**config.mk**
```make
export PLATFORM = sky130hd
export DESIGN_NAME = qracc_sram_arbiter
export DESIGN_NICKNAME = d
export VERILOG_FILES = /design/src/rtl/qracc_sram_arbiter.sv
export SDC_FILE = /design/constraint.sdc
export NUM_CORES = 1
export LEC_CHECK = 0
export CAP_MARGIN = 10
export CORE_UTILIZATION = 41
export CTS_CLUSTER_SIZE = 20
export DETAILED_ROUTE_END_ITERATION = 16
export GPL_ROUTABILITY_DRIVEN = 1
export PLACE_DENSITY = 0.85
export SLEW_MARGIN = 10
export SYNTH_ARGS = -nofsm -noshare
export SYNTH_HDL_FRONTEND = slang
export SYNTH_SLANG_ARGS = --single-unit
```
**constraint.sdc**
```tcl
create_clock -name clk -period 2.6 [get_ports clk]
set_input_delay 0.52 -clock clk [delete_from_list [all_inputs] [get_ports clk]]
set_output_delay 0.52 -clock clk [all_outputs]
set_load 0.01 [all_outputs]
```
**src/rtl/qracc_sram_arbiter.sv**
```systemverilog
// Round-robin arbiter sharing one QRAcc SRAM bank port between numReq requesters.
// One transaction (including read-data return) is in flight at a time; grants pause while the MAC runs.
module qracc_sram_arbiter #(
    parameter int numRows = 128,
    parameter int numCols = 32,
    parameter int numReq  = 2,
    localparam int AW     = $clog2(numRows),
    localparam int IW     = $clog2(numReq)
) (
    input  logic                      clk,
    input  logic                      rst,
    input  logic                      mac_busy_i,
    input  logic [numReq-1:0]         req_valid_i,
    input  logic [numReq-1:0]         req_wr_i,
    input  logic [numReq*AW-1:0]      req_addr_i,
    input  logic [numReq*numCols-1:0] req_wdata_i,
    output logic [numReq-1:0]         req_ready_o,
    output logic [numReq-1:0]         rsp_valid_o,
    output logic [numCols-1:0]        rsp_rdata_o,
    output logic                      sram_rq_valid_o,
    output logic                      sram_rq_wr_o,
    output logic [AW-1:0]             sram_addr_o,
    output logic [numCols-1:0]        sram_wr_data_o,
    input  logic                      sram_rq_ready_i,
    input  logic                      sram_rd_valid_i,
    input  logic [numCols-1:0]        sram_rd_data_i,
    output logic                      busy_o
);

    typedef enum logic [1:0] {
        IDLE    = 2'd0,
        ISSUE   = 2'd1,
        WAIT_RD = 2'd2
    } state_e;

    state_e               state_q, state_d;
    logic [IW-1:0]        last_grant_q, last_grant_d;
    logic [IW-1:0]        grant_idx_q, grant_idx_d;
    logic                 hold_wr_q, hold_wr_d;
    logic [AW-1:0]        hold_addr_q, hold_addr_d;
    logic [numCols-1:0]   hold_wdata_q, hold_wdata_d;
    logic                 sram_rq_valid_q, sram_rq_valid_d;
    logic                 busy_q, busy_d;
    logic [numReq-1:0]    rsp_valid_q, rsp_valid_d;
    logic [numCols-1:0]   rsp_rdata_q, rsp_rdata_d;

    logic                 found_s;
    logic [IW-1:0]        winner_s;
    logic                 grant_s;
    logic [numReq-1:0]    req_ready_s;

    // Round-robin search upward from the requester after the last winner
    always_comb begin
        found_s  = 1'b0;
        winner_s = {IW{1'b0}};
        for (int k = 1; k <= numReq; k++) begin
            automatic int cand = (int'(last_grant_q) + k) % numReq;
            if (!found_s && req_valid_i[cand]) begin
                found_s  = 1'b1;
                winner_s = IW'(cand);
            end else begin
                found_s  = found_s;
            end
        end
    end

    // Grant pulse; gated by rst so a request is never acknowledged and then lost to reset
    always_comb begin
        req_ready_s = {numReq{1'b0}};
        grant_s     = (state_q == IDLE) && !mac_busy_i && found_s && !rst;
        if (grant_s) begin
            req_ready_s[winner_s] = 1'b1;
        end else begin
            req_ready_s = {numReq{1'b0}};
        end
    end

    // Next-state and next-output computation
    always_comb begin
        state_d         = state_q;
        last_grant_d    = last_grant_q;
        grant_idx_d     = grant_idx_q;
        hold_wr_d       = hold_wr_q;
        hold_addr_d     = hold_addr_q;
        hold_wdata_d    = hold_wdata_q;
        sram_rq_valid_d = sram_rq_valid_q;
        busy_d          = busy_q;
        rsp_valid_d     = {numReq{1'b0}};
        rsp_rdata_d     = rsp_rdata_q;
        case (state_q)
            IDLE: begin
                if (grant_s) begin
                    hold_wr_d       = req_wr_i[winner_s];
                    hold_addr_d     = req_addr_i[int'(winner_s)*AW +: AW];
                    hold_wdata_d    = req_wdata_i[int'(winner_s)*numCols +: numCols];
                    grant_idx_d     = winner_s;
                    last_grant_d    = winner_s;
                    state_d         = ISSUE;
                    sram_rq_valid_d = 1'b1;
                    busy_d          = 1'b1;
                end else begin
                    sram_rq_valid_d = 1'b0;
                    busy_d          = 1'b0;
                end
            end
            ISSUE: begin
                if (sram_rq_ready_i) begin
                    sram_rq_valid_d = 1'b0;
                    if (hold_wr_q) begin
                        state_d = IDLE;
                        busy_d  = 1'b0;
                    end else begin
                        state_d = WAIT_RD;
                        busy_d  = 1'b1;
                    end
                end else begin
                    sram_rq_valid_d = 1'b1;
                    busy_d          = 1'b1;
                end
            end
            WAIT_RD: begin
                if (sram_rd_valid_i) begin
                    rsp_rdata_d              = sram_rd_data_i;
                    rsp_valid_d[grant_idx_q] = 1'b1;
                    state_d                  = IDLE;
                    busy_d                   = 1'b0;
                end else begin
                    busy_d = 1'b1;
                end
            end
            default: begin
                state_d         = IDLE;
                sram_rq_valid_d = 1'b0;
                busy_d          = 1'b0;
            end
        endcase
    end

    // State and output registers; reset aborts any in-flight transaction
    always_ff @(posedge clk) begin
        if (rst) begin
            state_q         <= IDLE;
            last_grant_q    <= IW'(numReq - 1);
            grant_idx_q     <= {IW{1'b0}};
            hold_wr_q       <= 1'b0;
            hold_addr_q     <= {AW{1'b0}};
            hold_wdata_q    <= {numCols{1'b0}};
            sram_rq_valid_q <= 1'b0;
            busy_q          <= 1'b0;
            rsp_valid_q     <= {numReq{1'b0}};
            rsp_rdata_q     <= {numCols{1'b0}};
        end else begin
            state_q         <= state_d;
            last_grant_q    <= last_grant_d;
            grant_idx_q     <= grant_idx_d;
            hold_wr_q       <= hold_wr_d;
            hold_addr_q     <= hold_addr_d;
            hold_wdata_q    <= hold_wdata_d;
            sram_rq_valid_q <= sram_rq_valid_d;
            busy_q          <= busy_d;
            rsp_valid_q     <= rsp_valid_d;
            rsp_rdata_q     <= rsp_rdata_d;
        end
    end

    assign req_ready_o     = req_ready_s;
    assign rsp_valid_o     = rsp_valid_q;
    assign rsp_rdata_o     = rsp_rdata_q;
    assign sram_rq_valid_o = sram_rq_valid_q;
    assign sram_rq_wr_o    = hold_wr_q;
    assign sram_addr_o     = hold_addr_q;
    assign sram_wr_data_o  = hold_wdata_q;
    assign busy_o          = busy_q;

endmodule

```
==> impl_metrics.tcl, run 1 <==
set metrics [dict create \
    run_status "finished clean" \
    timing.clock.skew_ns 0.006721 \
    timing.critical_path.cells "clkdlybuf4s50_1 -> o21ba_2 -> nand2_1 -> nor2_1 -> clkdlybuf4s50_1" \
    viasPerCell 5.220 \
    clockBufferDepth 2 \
    worst_path_largest_cell_delay_ns 0.58 \
    cellPowerDensity_nw_per_um2 506.4 \
    post_cts_setup_buffer_count 0 \
    ff_latch_area_um2 1602 \
    crit_arrival_ns 1.97 \
    fp.coreArea_um2 8175 \
    max_cap_viol_count 0 \
    power.ir.vdd_worst_mv 0.2281 \
    die_w_um 93.69 \
    place_congestion 0.7535 \
    grt_pass1_wl_um 16380 \
    max_slew.worst_pin.slew_ns 0.9952 \
    grt_max_degree 81 \
    synthCells 406 \
    cts_inserted_buffers 9 \
    nets 706 \
    drc 0 \
    cell_area_synth_um2 3447 \
    gr-total-overflow 0 \
    crit_path_max_fanout 4 \
    finalSetupViolations 0 \
    initial_core_util_pct 42.16 \
    crit_path_top_delay_cell "clkdlybuf4s50_1" \
    ctsResizeCount 0 \
    route.antenna.remaining_nets 0 \
    clockRootBuffer "clkbuf_8" \
    switching_share_pct 25.96 \
    timing_worst_setup_path_type "input port to primary output" \
    min_period_over_period_pct 95.81 \
    dp_hpwl_um 7468 \
    yosysSeqAreaShare_pct 46.46 \
    critical_path.most_common_cell "clkdlybuf4s50_1" \
    wl_per_cell_um 15.04 \
    chipHeight_um 93.69 \
    fraction_of_power_consumed_by_sequential_logic_pct 46.0 \
    ys_warn_count 0 \
    endpoint_kind "primary output" \
    tns_ns 0 \
    initial_antenna_violation_count 0 \
    final_number_of_hold_violating_endpoints 0 \
    cp.required_ns 2.08 \
    crit_path_start_kind "input port" \
    yosys.cell_types.count 28 \
    psw_uw 744.9 \
    boundaryPins 197 \
    layout-drive-gt1-share_pct 10.49 \
    cts_tree "yes" \
    slew_headroom_pct 33.66 \
    tritoncts_num_sinks 80 \
    synth.ff_latch_count 80 \
    drt-total-wl_um 10470 \
    clock_power_share_pct 32.5 \
    layout_commonest_cell "clkdlybuf4s50_1" \
    clkTransAtPathRegs_ns 0.07 \
    timing.fmax_mhz 401.4 \
    detailedRoute.firstIterationViolations 124 \
    clock_insertion_delay_worst_skew_ns 0.34 \
    antennaDiodeCount 0 \
    core.rowCount 33 \
    detailroute.via_count 3633 \
    finalCriticalPeriod_ns 2.491 \
    mostFrequentLayoutCells "194 x clkdlybuf4s50_1, 148 x nand2_1, 80 x dfxtp_1, 75 x a21oi_1, 30 x a311oi_2" \
    syn_nets 525 \
    area_of_combinational_cells_with_multiple_inputs_um2 1657 \
    pwr-share-comb_pct 21.5 \
    syn_avg_cell_area_um2 8.490 \
    cts-hold-fix-buffers 0 \
    cellLeakagePower_nw 1.976 \
    detail_route.first_pass.iterations 4 \
    dieArea_um2 8778 \
    worstHoldPathType "flip-flop to flip-flop" \
    grt_usage_pct 23.69 \
    timing_max_transition_violations_final 0 \
    port_buffers 196 \
    htreeDepth 3 \
    layout.filler_cells 617 \
    rsz0062_at_grt "false" \
    grt_pass1_vias 3491 \
    internal_dissipation_mw 2.125 \
    power_mw 2.870 \
    area_growth_syn_to_layout_pct 64.39 \
]
==> per-stage QoR <==
| step | worst slack (ns) | cells | hold slack [ns] | area, um2 | utilization (%) |
|---|---|---|---|---|---|
| 2_1_floorplan | 0.6777 | 406 | 0.4164 | 3447 | - |
| 3_3_place_gp | 0.1099 | 681 | 0.4413 | 5460 | 66.79 |
| 3_5_place_dp | 0.08341 | 681 | 0.4486 | 5460 | 66.79 |
| 4_1_cts | 0.07716 | 696 | 0.4619 | 5664 | 69.28 |
| 5_1_grt | 0.01215 | 696 | 0.4728 | 5667 | 69.31 |
| 6_report | 0.1089 | 696 | 0.4595 | 5667 | 69.31 |
==> cell families after synthesis <==
kind of cell	synth area share, %
flip-flops	46.46
AO/OA/AOI/OAI	28.53
buffers and inverters	5.735
AND/OR/NAND/NOR	19.27
==> power by group through the flow <==
| stage | logic, mW | registers [mW] | clock network (mW) |
|---|---|---|---|
| finish | 0.616 | 1.32 | 0.933 |
| global route | 0.661 | 1.33 | 1.02 |
| CTS | 0.620 | 1.32 | 0.956 |
| detailed placement | 0.617 | 1.35 | 0 |
| global placement | 0.603 | 1.35 | 0 |
| floorplan | 0.251 | 1.37 | 0 |
==> cell type report <==
type / count / share of cell area, %
clock buffers: 11 / 2.672
well taps: 105 / 2.318
multi-input cells: 288 / 29.23
inverters: 1 / 0.06624
clock inverters: 4 / 0.9274
repair buffers: 207 / 36.52
flip-flops and latches: 80 / 28.26
==> Yosys cell counts (all sizes together) <==
cell      n  area share [%]
a21bo     1            0.29
a21boi    1            0.33
a21oi    75              11
a311oi   40              16
a31oi     3            0.54
and2      1            0.18
and3b     1            0.25
buf      20             3.8
clkbuf   17             1.9
dfxtp    80              46
inv       1            0.11
nand2   148              16
nand2b    1            0.18
nand3     1            0.15
nand3b    3            0.65
nor2      3            0.33
nor2b     1            0.18
nor3      3            0.76
nor3b     1            0.22
o21ai     1            0.15
o21ba     1            0.29
o21bai    1            0.22
o31ai     1            0.22
or3b      1            0.25
==> metal layers <==
metal / GRT usage [%] / share of wire (%) / up-vias
li1: - / - / 1771
met1: 27.58 / 39 / 1669
met2: 41.73 / 51 / 173
met4: 10.13 / 2.2 / 0
met5: 0 / 0 / -
met3: 5.016 / 8.2 / 20
==> critical path: cells and delay by family <==
kind | cells | cell delay, ns
compound gates | 1 | 0.17
simple gates | 2 | 0.17
buf+inv | 2 | 1.12
==> registers in the layout, indices dropped and copies added (netlist names) <==
| name | count |
|---|---|
| sram_rq_valid_o | 1 |
| last_grant_q | 1 |
| rsp_rdata_o | 32 |
| grant_idx_q | 1 |
| rsp_valid_o | 2 |
| state_q | 2 |
| sram_rq_wr_o | 1 |
| busy_o | 1 |
| sram_wr_data_o | 32 |
| sram_addr_o | 7 |
==> final timing paths <==
path,cells after the start,from,slack [ns],end
hold reg to reg,2,rsp_rdata_o[9],0.46,rsp_rdata_o[9]
setup / recovery,5,req_valid_i[0],0.11,req_ready_o[1]
hold / removal,2,rsp_rdata_o[9],0.46,rsp_rdata_o[9]
setup reg to reg,5,state_q[1],0.79,sram_wr_data_o[29]
Note: power is estimated with default switching activity, not from simulation.
==> run 2: changes to the inputs <==
==> constraint.sdc (replaced) <==
create_clock -name clk -period 3 [get_ports clk]
set_input_delay 0.6 -clock clk [delete_from_list [all_inputs] [get_ports clk]]
set_output_delay 0.6 -clock clk [all_outputs]
set_load 0.01 [all_outputs]
==> impl_metrics.tcl, run 2 (synthesized netlist as in run 1, its figures left out) <==
set metrics [dict create \
    core.rowCount 33 \
    ff_latch_area_um2 1602 \
    tns_ns 0 \
    port_buffers 196 \
    wl_per_cell_um 15.48 \
    grt_max_degree 81 \
    detail_route.first_pass.iterations 4 \
    finalSetupViolations 0 \
    initial_antenna_violation_count 0 \
    route.antenna.remaining_nets 0 \
    worstReg2RegStart "state_q[1]" \
    layout_commonest_cell "clkdlybuf4s50_1" \
    worstHoldPathType "flip-flop to flip-flop" \
    grt_pass1_wl_um 16500 \
    timing.clock.skew_ns 0.01379 \
    grt-busiest-layer "met2" \
    cts-hold-fix-buffers 0 \
    cp.required_ns 2.40 \
    initial_core_util_pct 42.16 \
    dp_hpwl_um 7838 \
    max_slew.worst_pin.slew_ns 0.9905 \
    power.ir.vdd_worst_mv 0.2138 \
    place_congestion 0.7353 \
    post_cts_setup_buffer_count 0 \
    layout-drive-gt1-share_pct 10.49 \
    slew_headroom_pct 33.97 \
    ctsResizeCount 0 \
    cellPowerDensity_nw_per_um2 428.8 \
    endpoint_kind "primary output" \
    detailroute.via_count 3661 \
    grt_usage_pct 24.15 \
    power_mw 2.408 \
    timing.reg2reg.setup_slack_ns 1.03 \
    crit_path_top_delay_cell "clkdlybuf4s50_1" \
    run_status "finished clean" \
    dieArea_um2 8778 \
    final_number_of_hold_violating_endpoints 0 \
    finalCriticalPeriod_ns 2.699 \
    boundaryPins 197 \
    mostFrequentLayoutCells "195 x clkdlybuf4s50_1, 148 x nand2_1, 80 x dfxtp_1, 75 x a21oi_1, 30 x a311oi_2" \
    timing.rr.end "sram_wr_data_o[3]" \
    fp.coreArea_um2 8175 \
    chipHeight_um 93.69 \
    hold_path_startpoint "rsp_rdata_o[9]" \
    drc 0 \
    global_route.usage.met3_pct 5.744 \
    area_of_combinational_cells_with_multiple_inputs_um2 1657 \
    layout.filler_cells 644 \
    htreeDepth 3 \
    whs_ns 0.4561 \
    grt_util_met1_pct 26.79 \
    critical_path.most_common_cell "clkdlybuf4s50_1" \
    drt-total-wl_um 10780 \
    detailedRoute.firstIterationViolations 119 \
    clkTransAtPathRegs_ns 0.08 \
    grt.met2_usage_pct 44.10 \
    antennaDiodeCount 0 \
    die_w_um 93.69 \
    grt_pass1_vias 3460 \
    nets 705 \
    area_growth_syn_to_layout_pct 62.90 \
    worst_path_largest_cell_delay_ns 0.55 \
    cts_tree "yes" \
    timing.critical_path.cells "clkdlybuf4s50_1 -> nor3_4 -> nand2_1 -> nor2_1 -> clkdlybuf4s50_1" \
    clockBufferDepth 2 \
    crit_arrival_ns 2.10 \
    tritoncts_num_sinks 80 \
    cts_inserted_buffers 9 \
    crit_path_start_kind "input port" \
    ff2ff_path_depth 5 \
    rsz0062_at_grt "false" \
    whs_path_depth 2 \
    clockRootBuffer "clkbuf_8" \
    critical_path.top_delay_family "buffers and inverters" \
    viasPerCell 5.260 \
    max_cap_viol_count 0 \
    crit_path_max_fanout 4 \
    gr-total-overflow 0 \
    clock_insertion_delay_worst_skew_ns 0.34 \
    timing_worst_setup_path_type "input port to primary output" \
    min_to "rsp_rdata_o[9]" \
    timing_max_transition_violations_final 0 \
    worst-path-buf-inv 2 \
    timing.fmax_mhz 370.6 \
    cellLeakagePower_nw 1.935 \
    min_period_over_period_pct 89.95 \
]
[run 2: cell type report]
type,instances,share of cell area (%)
multi-input cells,288,29.50
clock inverters,6,0.8913
repair buffers,206,36.23
clock buffers,10,2.451
inverters,1,0.06684
well taps,105,2.340
flip-flops and latches,80,28.52
[run 2: per-layer routing]
metal | vias to the layer above | part of all wire (%)
li1 | 1767 | -
met1 | 1713 | 39
met2 | 163 | 52
met3 | 18 | 6.9
met4 | 0 | 2.3
met5 | - | 0
[run 2: per-stage QoR]
step	utilization (%)	worst slack [ns]	cell area [um2]	std cells
5_1_grt	68.69	0.2106	5615	696
3_5_place_dp	66.39	0.3032	5428	680
3_3_place_gp	66.39	0.3495	5428	680
6_report	68.69	0.3014	5615	696
4_1_cts	68.69	0.3020	5615	696
2_1_floorplan	-	0.9177	3447	406
[run 2: worst register-to-register path, cell delays in order (launching register included)]
cell and delay, ns:
dfxtp_1 0.39, o21ba_2 0.27, buf_4 0.39, and2_2 0.26, buf_4 0.32, a311oi_1 0.17
[run 2: power breakdown]
part	internal [mW]	leakage, nW	switching [mW]
combinational	0.297	1.19	0.235
sequential	1.11	0.652	0.0332
clock	0.332	0.0895	0.399
total	1.74	1.94	0.667
[run 2: worst max path at each step]
stage / start / end / cells after the start
after floorplan: rst / req_ready_o[0] / 5
after global placement: mac_busy_i / req_ready_o[1] / 5
after detailed placement: mac_busy_i / req_ready_o[0] / 5
after CTS: mac_busy_i / req_ready_o[0] / 5
after global routing: mac_busy_i / req_ready_o[0] / 5
final: mac_busy_i / req_ready_o[0] / 5
==> RTL edit 1, RTL diff (settings of run 2) <==
Set the parameter `numCols` to 64 (it was 32).
--- a/src/rtl/qracc_sram_arbiter.sv
+++ b/src/rtl/qracc_sram_arbiter.sv
@@ -2,7 +2,7 @@
 // One transaction (including read-data return) is in flight at a time; grants pause while the MAC runs.
 module qracc_sram_arbiter #(
     parameter int numRows = 128,
-    parameter int numCols = 32,
+    parameter int numCols = 64,
     parameter int numReq  = 2,
     localparam int AW     = $clog2(numRows),
     localparam int IW     = $clog2(numReq)
Ports: changed (resized req_wdata_i, rsp_rdata_o, sram_rd_data_i and sram_wr_data_o); port bits go from 197 to 357. No check against the original RTL was run, so the function may have changed too.
==> RTL edit 1 against run 2 <==
  * Synthesized area increased by 67%
  * Power is 120% higher
  * Combinational power rose by 67%
  * Design area increased by 78%
  * Largest power group is now clock
  * Critical path type unchanged
  * Worst setup slack got worse by 110 ps
  * Wire length grew 91%
  * Sequential cell count rose by 64
  * Die area rose by 66%
==> RTL edit 1: results <==
[synthesis]
synth_compound_area_share_pct = 25.9
yosys-top-cells-count = nand2_1, dfxtp_1, a21oi_1
muxShareOfSynthArea_pct = 0
ys_warn_count = 0
syn-num-nets = 932
ys.flop_type = dfxtp_1
synth_fa_ha_area_share_pct = 0
yosysUniqueCellTypes = 32
async_flop_share_pct = 0
synth_xor_area_share_pct = 0
ys_top_cells_by_area = dfxtp_1, nand2_1, a21oi_1, a311oi_1, clkbuf_1
synth-seq-area-share_pct = 50.0

[detailed_routing]
wl_met2_um = 10400
routed.top_layer = met4
drt-met1-wl_um = 7590
drt_wl_total_um = 20500
wl_met3_um = 1720
vias = 6469
first_pass_iters = 5
drtIter0Drc = 437

[sta]
slew_violations = 0
fin_worst_skew_ps = 6.54
min_period_ps = 2800
tightestPinTransition_ps = 912

[final_layout]
drive_above_1_share_pct = 4.89
insertedDiodeCount = 0
multi_input_area_um2 = 2580
fillers = 1003
nets = 1246

[clock_tree]
clk_latency_ps = 410
clock-root-buffer = clkbuf_16
post-cts-setup-buffers = 0
numCtsBuffers = 17
clk_path_buf_depth = 2
clk_pin_slew_ps = 50
htreeDepth = 4
cts_resized = 0

[grt]
track_usage_pct = 27.7
grt_first_pass_wirelength_um = 31300
grt_max_degree = 89
antenna_found_initial = 0
first_global_vias = 6068

[placed_design]
placed_cell_area_um2 = 9360
post-place-ws_ps = 211
dpl.hpwl_um = 14000
routabilityCongestion = 0.879
port_buffers = 356

[hold_path]
min_path_type = register to register

[pwr]
leakagePower_nw = 3.48
ir_drop_v = 0.000358

[setup_path]
cp_max_fo = 6
arrival_ps = 2200
rrSetupSlack_ps = 1040

[flow_run]
cap_violations = 0

[status]
status = finished, final reports clean
-- RTL edit 1: changes by cell type in the layout (fill, tap and decap cells not counted), moves of 3 or more --
| cell | run 2 | this run |
|---|---|---|
| o32ai_1 | 0 | 14 |
| dfxtp_1 | 80 | 144 |
| nand2_1 | 148 | 247 |
| a311oi_1 | 10 | 58 |
| clkbuf_8 | 10 | 1 |
| bufinv_16 | 0 | 5 |
| clkbuf_1 | 0 | 3 |
| a211oi_1 | 0 | 14 |
| clkbuf_16 | 0 | 17 |
| clkdlybuf4s50_1 | 195 | 355 |
| a311oi_2 | 30 | 0 |
| a21oi_1 | 75 | 139 |
| clkinv_2 | 0 | 4 |
-- RTL edit 1: final timing paths --
kind                                      from  depth (start not counted)                 to
worst max-delay path            req_valid_i[0]                          5     req_ready_o[0]
worst max register to register      state_q[1]                          4  sram_wr_data_o[0]
worst min-delay path               grant_idx_q                          1     rsp_valid_o[0]
worst min register to register     grant_idx_q                          1     rsp_valid_o[0]
-- RTL edit 1: area by class of cell --
cell class / instances / share of cell area, %
Inverter: 1 / 0.0375
Timing Repair Buffer: 367 / 36.7
Tap cell: 176 / 2.20
Multi-Input combinational cell: 500 / 25.9
Clock buffer: 21 / 4.51
Sequential cell: 144 / 28.8
Clock inverter: 11 / 1.86
-- RTL edit 1: logic make-up (layout without fill, tap and decap cells) --
logic type | after synthesis | in the layout
DFF | 144 | 144
buffers and inverters | 73 | 400
AOI/OAI and AO/OA | 233 | 233
and+or+nand+nor | 267 | 267
-- RTL edit 1: where the power goes --
part           total [mW]  internal, mW  switching [mW]
Clock                2.28          1.49           0.785
Combinational       0.889         0.507           0.382
Sequential           2.05          2.00          0.0494
-- RTL edit 1: worst max-delay path, stage by stage --
cell	delay, ps
clkdlybuf4s50_1	600
o21ba_2	170
nand2_1	70
nor2_1	180
clkdlybuf4s50_1	580
-- RTL edit 1: metal layers --
layer,vias to the layer above,global-route usage (%)
li1,3144,-
met1,2967,29.4
met2,308,49.2
met3,50,8.40
met4,0,14.4
met5,-,0
-- RTL edit 1: per-stage QoR --
| stage | instances | hold slack, ps |
|---|---|---|
| after floorplan | 717 | 409 |
| after global placement | 1188 | 426 |
| after detailed placement | 1188 | 438 |
| after CTS | 1220 | 449 |
| after global routing | 1220 | 466 |
| final | 1220 | 443 |
==> RTL edit 2, RTL diff (config.mk and constraints of run 2) <==
Without the edit above. The 3 states of `state_e` get a one-hot encoding in 3 bits.
--- a/src/rtl/qracc_sram_arbiter.sv
+++ b/src/rtl/qracc_sram_arbiter.sv
@@ -27,10 +27,10 @@
     output logic                      busy_o
 );
 
-    typedef enum logic [1:0] {
-        IDLE    = 2'd0,
-        ISSUE   = 2'd1,
-        WAIT_RD = 2'd2
+    typedef enum logic [2:0] {
+        IDLE    = 3'b001,
+        ISSUE   = 3'b010,
+        WAIT_RD = 3'b100
     } state_e;
 
     state_e               state_q, state_d;
Behaviour: no difference found for any inputs over 4 cycles, from zero or initial values and one cycle with rst high; so few cycles prove little.
==> RTL edit 2 against run 2 <==
  * Worst setup slack got worse by 190 ps
  * Sequential cell count rose by 1
  * Wire length fell by 4.3%
  * Power rose by 3.0%
  * Register-to-register slack improved by 20 ps
  * Via count fell by 4.2%
  * Design area fell by 0.89%
  * Synthesized area fell by 3.9%
==> RTL edit 2: results <==
[status]
status = finished, final reports clean

[synthesis]
ys_seq_elements = 81
synth-seq-area-share_pct = 49.0
synth_compound_area_share_pct = 30.2
syn-num-nets = 487
yosys-top-cells-count = dfxtp_1, nand2_1, inv_1

[setup_path]
r2r-end = last_grant_q
reg2reg_from = state_q[0]
crit_slowest_cell = or4b_2
crit_family = simple AND/OR/NAND/NOR gates
critical_path.max_stage_delay_ps = 680
cp_max_fo = 3
arrival_ps = 2290
reg2reg_depth = 4
worstSetupEndpoint = req_ready_o[1]
rrSetupSlack_ps = 1050

[sta]
relSlewSlack_pct = 41.9
fin_worst_skew_ps = 8.78

[final_layout]
buffers = 207
multi_input_area_um2 = 1410
inv_count = 42
drive_above_1_share_pct = 7.97
area_share_nonclk_buffers_pct = 36.8
seq_share_pct = 29.1
multi_input_cells = 207
clockNetworkAreaShare_pct = 3.51
clkbuf_count = 12
fillers = 633

[grt]
track_usage_pct = 23.9
first_global_vias = 3343
grt_first_pass_wirelength_um = 16200

[pwr]
p_clk_share_pct = 31.7

[placed_design]
routabilityCongestion = 0.789
dpl.hpwl_um = 7350
post-place-ws_ps = -262

[detailed_routing]
first_pass_iters = 4
drtIter0Drc = 160
vias = 3506
wl_per_cell_um = 15.8

[clock_tree]
cts_resized = 3
-- RTL edit 2: cell count changes after synthesis, moves of 3 or more --
cell / run 2 / this run
buf_2: 14 / 5
a21oi_1: 75 / 34
a221oi_1: 0 / 30
inv_1: 1 / 42
nand3b_1: 3 / 0
o32ai_1: 0 / 40
buf_6: 5 / 0
a221oi_2: 0 / 10
a311oi_1: 10 / 1
a311oi_2: 30 / 0
nand2_1: 148 / 67
clkbuf_1: 17 / 32
-- RTL edit 2: logic make-up (layout without fill, tap and decap cells) --
group | Yosys count | after routing
AOI/OAI and AO/OA | 122 | 122
buffers and inverters | 80 | 264
DFF | 81 | 81
and+or+nand+nor | 85 | 85
-- RTL edit 2: worst register-to-register path: cells and delay by family, from the launching register on --
family / cells / cell delay, ps
and+or+nand+nor: 2 / 520
buffers and inverters: 1 / 510
DFF: 1 / 490
AOI/OAI and AO/OA: 1 / 310
-- RTL edit 2: worst min path at each step --
stage / startpoint / end / cells past startpoint
6_report: rsp_rdata_o[30] / rsp_rdata_o[30] / 2
5_1_grt: rsp_rdata_o[7] / rsp_rdata_o[7] / 2
3_3_place_gp: rsp_rdata_o[9] / rsp_rdata_o[9] / 2
2_1_floorplan: grant_idx_q / rsp_valid_o[0] / 1
4_1_cts: rsp_rdata_o[25] / rsp_rdata_o[25] / 2
3_5_place_dp: grant_idx_q / rsp_valid_o[0] / 1
-- RTL edit 2: through the flow --
stage	hold WS [ps]	cells	cell area (um^2)
CTS	458	654	5570
detailed placement	442	639	5370
floorplan	417	368	3310
global placement	441	639	5370
global route	469	654	5570
finish	455	654	5570
-- RTL edit 2: routing by layer --
layer  global-route usage, %  share of wire, %  vias to the layer above
li1                        -                 -                     1699
met1                    28.5                41                     1652
met2                    41.2                49                      140
met3                    7.30               7.9                       15
met4                    7.29               1.5                        0
met5                       0                 0                        -
